[config.mk]
export PLATFORM = sky130hd
export DESIGN_NAME = pc_sequencer
export DESIGN_NICKNAME = d
export VERILOG_FILES = /design/src/rtl/pc_sequencer.sv
export SDC_FILE = /design/constraint.sdc
export NUM_CORES = 1
export LEC_CHECK = 0
export ABC_AREA = 1
export BUFFER_PORTS_ARGS = -buffer_cell sky130_fd_sc_hd__buf_2
export CAP_MARGIN = 5
export CORE_MARGIN = 2
export CORE_UTILIZATION = 60
export CTS_BUF_LIST = sky130_fd_sc_hd__clkbuf_4 sky130_fd_sc_hd__clkbuf_8
export DETAILED_ROUTE_END_ITERATION = 16
export PLACE_DENSITY_LB_ADDON = 0.08
export SLEW_MARGIN = 10
export SYNTH_ARGS = -nofsm -noshare
export SYNTH_HDL_FRONTEND = slang
export SYNTH_SLANG_ARGS = --single-unit
[constraint.sdc]
create_clock -name clock -period 7 [get_ports clock]
set_input_delay 0.7 -clock clock [delete_from_list [all_inputs] [get_ports clock]]
set_output_delay 0.7 -clock clock [all_outputs]
set_load 0.01 [all_outputs]
[src/rtl/pc_sequencer.sv]
// Program-counter sequencer: PC, flag bank, jump/call/ret, start/halt FSM.
// Ports: clock/reset, control requests in; pc, flags, jump_taken, sp, running, fault out.
module pc_sequencer #(
   parameter int                ADDR_W      = 16,
   parameter int                NUM_FLAGS   = 5,
   parameter int                STACK_DEPTH = 4,
   parameter logic [ADDR_W-1:0] RESET_PC    = '0
) (
   input  logic                               clock,
   input  logic                               reset,
   input  logic                               start,
   input  logic                               halt_req,
   input  logic                               step_en,
   input  logic [NUM_FLAGS-1:0]               flag_in,
   input  logic [NUM_FLAGS-1:0]               flag_upd,
   input  logic                               jump_req,
   input  logic [3:0]                         jump_cond,
   input  logic                               jump_pol,
   input  logic                               call_req,
   input  logic                               ret_req,
   input  logic [ADDR_W-1:0]                  jump_target,
   output logic [ADDR_W-1:0]                  pc,
   output logic [NUM_FLAGS-1:0]               flags,
   output logic                               jump_taken,
   output logic [$clog2(STACK_DEPTH+1)-1:0]   sp,
   output logic                               running,
   output logic                               fault
);

   localparam int SP_W  = $clog2(STACK_DEPTH + 1);
   localparam int IDX_W = (STACK_DEPTH > 1) ? $clog2(STACK_DEPTH) : 1;

   typedef enum logic [1:0] {
      S_IDLE,
      S_RUN,
      S_HALT,
      S_FAULT
   } state_t;

   state_t              state_q, state_d;
   logic [ADDR_W-1:0]   pc_q, pc_d;
   logic [NUM_FLAGS-1:0] flags_q, flags_d;
   logic [SP_W-1:0]     sp_q, sp_d;
   logic                jt_q, jt_d;
   logic                running_q, fault_q;
   logic [ADDR_W-1:0]   stack_q [STACK_DEPTH];

   logic                step;
   logic                cond_true;
   logic                fault_ev;
   logic                push_en;
   logic [SP_W-1:0]     sp_m1;
   logic [IDX_W-1:0]    wr_idx, rd_idx;
   logic [ADDR_W-1:0]   pc_inc;

   assign step   = (state_q == S_RUN) && step_en;
   assign sp_m1  = sp_q - SP_W'(1);
   assign wr_idx = sp_q[IDX_W-1:0];
   assign rd_idx = sp_m1[IDX_W-1:0];
   assign pc_inc = pc_q + ADDR_W'(1);

   // Code 0 is unconditional; codes past the flag bank never match.
   always_comb begin
      cond_true = (jump_cond == 4'd0);
      for (int i = 0; i < NUM_FLAGS; i++) begin
         if (jump_cond == 4'(i + 1)) cond_true = flags_q[i];
      end
   end

   always_comb begin
      pc_d     = pc_q;
      flags_d  = flags_q;
      sp_d     = sp_q;
      jt_d     = 1'b0;
      fault_ev = 1'b0;
      push_en  = 1'b0;
      if (step) begin
         flags_d = (flags_q & ~flag_upd) | (flag_in & flag_upd);
         if (ret_req) begin
            if (sp_q != '0) begin
               pc_d = stack_q[rd_idx];
               sp_d = sp_m1;
               jt_d = 1'b1;
            end else begin
               fault_ev = 1'b1;
            end
         end else if (call_req) begin
            if (sp_q < SP_W'(STACK_DEPTH)) begin
               pc_d    = jump_target;
               sp_d    = sp_q + SP_W'(1);
               jt_d    = 1'b1;
               push_en = 1'b1;
            end else begin
               fault_ev = 1'b1;
            end
         end else if (jump_req && (cond_true == jump_pol)) begin
            pc_d = jump_target;
            jt_d = 1'b1;
         end else begin
            pc_d = pc_inc;
         end
      end
   end

   always_comb begin
      state_d = state_q;
      unique case (state_q)
         S_IDLE:  if (start) state_d = S_RUN;
         S_RUN: begin
            if (fault_ev)      state_d = S_FAULT;
            else if (halt_req) state_d = S_HALT;
         end
         S_HALT:  if (start) state_d = S_RUN;
         S_FAULT: state_d = S_FAULT;
      endcase
   end

   always_ff @(posedge clock or posedge reset) begin
      if (reset) begin
         state_q   <= S_IDLE;
         pc_q      <= RESET_PC;
         flags_q   <= '0;
         sp_q      <= '0;
         jt_q      <= 1'b0;
         running_q <= 1'b0;
         fault_q   <= 1'b0;
      end else begin
         state_q   <= state_d;
         pc_q      <= pc_d;
         flags_q   <= flags_d;
         sp_q      <= sp_d;
         jt_q      <= jt_d;
         running_q <= (state_d == S_RUN);
         fault_q   <= (state_d == S_FAULT);
      end
   end

   // Stack contents need no reset; sp alone defines what is valid.
   always_ff @(posedge clock) begin
      if (push_en) stack_q[wr_idx] <= pc_inc;
   end

   assign pc         = pc_q;
   assign flags      = flags_q;
   assign sp         = sp_q;
   assign jump_taken = jt_q;
   assign running    = running_q;
   assign fault      = fault_q;

endmodule

==> out/qor.txt <==
Via density: 5.57
Full die area: 0.00815 mm²
First-pass iteration count of the detailed router: 5
Maximum root-to-sink buffer count: 2
Synthesized-area fraction occupied by and/or/nand/nor cells: 21.1%
Number of nets in the synthesized netlist: 511
Io pins: 66
Post-Route Setup TNS: 0 ns
Register-to-register path setup slack: 3.00 ns
Ys flop type: edfxtp_1
DR iter-0 viols: 228
Synthesized area divided by synthesized cell count: 9.59 µm²
Count of endpoints failing setup in the final report: 0
CTS Buf Count: 9
Comb pwr share: 39.1%
Worst Slack Setup Final: 3.00 ns
Clock period minus worst slack: 4.00 ns
Library cell occupying the most area in the post-synthesis netlist: edfxtp_1
Share of async-settable or async-resettable flops after synthesis: 31.2%
Unique cell type count in the Yosys netlist: 34
Clock sink total: 93
Cells taking the most area after synthesis: edfxtp_1 43%, dfrtp_1 16%, nand2_1 8.7%
Switching share of power: 41.8%
Worst min-delay path category: primary input to asynchronous set/reset pin
Critical Path End Type: register
Number of instances resized during post-cts repair: 0
Setup WS pre-CTS: 3.04 ns
Combinational family with the most area after synthesis: simple AND/OR/NAND/NOR gates
Clock tree skew after final layout: 0.0159 ns
Worst slew margin relative to its limit: 24.3%
Mux cell area share after synthesis: 1.26%
Area growth from synthesis to layout: 12.5%
Commonest cells after routing, fill and taps aside: 104 x nand2_1, 65 x buf_2, 64 x edfxtp_1
Antenna violations before repair: 0
Total Wirelength: 10.3 mm
Starting density of the core: 61.9%
Critical Setup Path Class: register to register
Count of cells along the worst register-to-register path: 8
Share of final-layout standard cells stronger than drive strength 1: 18.3%
Vertical extent of the die: 90.3 µm
Clock-pin slew on the worst setup and hold paths: 0.10 ns
Commonest non-fill, non-tap cell in the layout: nand2_1
Maximum capacitance violations: 0
Count of fill cells added during filler insertion: 578
Sequential share of power: 43.5%
Yosys reg bits: 93
Diodes inserted: 0
Instance count of the mapped netlist: 466
Dpl hpwl: 7.07 mm
Largest fanout on the critical path: 37
CTS H-tree lvls: 3
Data required time of the critical path: 7.31 ns
Root cell of the clock tree: clkbuf_8
Number of enable-type register cells in the synthesized netlist: 64
Result of the run: finished clean
Number of global-route vias before repair: 3436
Number of remaining DRC errors: 0
DR vias: 3501
Pin count of the biggest net entering global routing: 38
RSZ-0062 raised after global routing: no
Die X: 90.3 µm
Switch Pwr: 812 µW
Number of buffer cells added on primary ports: 65
Standard cell core area: 0.00721 mm²
Synthesized-area fraction occupied by ao, oa, aoi and oai cells: 8.54%
Worst IR Drop VDD: 0.230 mV
Post CTS Setup Buffer Count: 0
Number of hold buffers added after cts: 0
Critical register-to-register path startpoint: sp[0]
Row Count: 31
Slew Viols, Final: 0
Power density over cell area: 387 mW/mm²
Combined global-route utilization of all metal layers: 27.0%
Number of warnings reported in the yosys synthesis log: 0
Clock Latency Late Sink: 0.37 ns
Cell area after technology mapping: 0.00447 mm²
Nets@finish: 570
Endpoint of the worst-slack reg-to-reg timing path: pc[8]
Final RePlAce weighted congestion: 0.866
Cell internal power dissipation: 1130 µW
Transition time at the pin with the least slew margin: 1.14 ns
Launching element type of the critical path: register
Top-area cell type share of the netlist area: 43.0%
Clock tree from TritonCTS: done
Final number of hold-violating endpoints: 0
Post-Synth Adder-Cell Area: 1.68%
Post-synthesis sequential area ratio: 59.3%
Static leakage power: 0.00222 µW
Achievable clock frequency: 250 MHz
Crit path arrival time: 4.31 ns
Global-route wire length before repair: 17.2 mm
Post-DR wirelength/cell: 16.4 µm
Synthesized-area fraction occupied by xor and xnor cells: 2.35%
Overflow left after global routing: 0
Clock share of power: 17.4%
Fraction of the cycle the final worst path needs: 57.2%
Antenna-violating nets left: 0
==> routing by layer <==
layer  share of wire [%]  vias up  GRT usage [%]
li1                    -     1689              -
met1                  46     1661           40.2
met2                  45      133           40.9
met3                 7.7       18           4.67
met4                 1.5        0           9.23
met5                   0        -              0
==> sequential cells by signal, summed over array words and instances, names as in the netlist, named ones only <==
name        flops
running         1
fault           1
jump_taken      1
sp              3
state_q         2
stack_q        64
pc             16
==> synth_stat cells (3+ instances only) <==
library cell and n:
a21oi_1 4, buf_2 3, clkbuf_1 10, clkinv_1 4, dfrtp_1 29, edfxtp_1 64, ha_1 6, inv_1 39
mux2_2 5, nand2_1 104, nand3_1 42, nor2_1 65, nor3_1 3, o21ai_0 28, o21ai_1 12, o32ai_1 16
xnor2_1 4, xor2_1 8
==> final cells by class <==
| type | instances | area (µm²) | share of cell area (%) |
|---|---|---|---|
| Sequential cell | 93 | 2650 | 52.7 |
| Multi-Input combinational cell | 310 | 1570 | 31.3 |
| Timing Repair Buffer | 66 | 333 | 6.63 |
| Inverter | 45 | 169 | 3.36 |
| Clock buffer | 9 | 124 | 2.47 |
| Tap cell | 99 | 124 | 2.47 |
| Clock inverter | 7 | 56.3 | 1.12 |
==> metrics by stage <==
step | hold slack [ns] | util, % | cell area, µm² | std cells | power, µW
floorplan | 0.489 | - | 4470 | 466 | 1350
global placement | 0.504 | 67.1 | 4840 | 613 | 1570
detailed placement | 0.515 | 67.1 | 4840 | 613 | 1610
CTS | 0.397 | 69.6 | 5020 | 629 | 1940
global route | 0.454 | 69.6 | 5020 | 629 | 2070
finish | 0.384 | 69.6 | 5020 | 629 | 1940
==> logic make-up after synthesis <==
| logic type | after synthesis |
|---|---|
| AND/OR/NAND/NOR | 224 |
| adder cells (fa/ha/maj) | 6 |
| multiplexers | 5 |
| flip-flops | 93 |
| XOR/XNOR | 12 |
| AO/OA/AOI/OAI | 63 |
| buffers and inverters | 63 |
==> how the worst max path moves through the flow <==
stage	endpoint	cells past startpoint	startpoint	slack [ns]
after global placement	pc[12]	8	sp[0]	3.38
after detailed placement	pc[8]	8	sp[0]	3.04
after floorplan	stack_q[0][0]	6	sp[0]	4.62
final	pc[8]	8	sp[0]	3.00
after global routing	pc[8]	8	sp[0]	2.60
after CTS	pc[8]	8	sp[0]	2.99
==> critical path, cell delays in order, from the launching register on <==
cell and delay, ns:
dfrtp_1 1.10, inv_1 0.81, ha_1 1.17, o21ai_0 0.27, o32ai_1 0.22, o21ai_0 0.13
inv_1 0.11, nand2_1 0.06, nand2_1 0.06
==> power groups by stage <==
stage / Combinational, µW / Clock, µW / Sequential, µW
4_1_cts: 757 / 338 / 843
2_1_floorplan: 506 / 0 / 844
3_3_place_gp: 721 / 0 / 851
3_5_place_dp: 754 / 0 / 852
5_1_grt: 853 / 359 / 859
6_report: 761 / 338 / 845
Power figures use the tool's default switching activity.
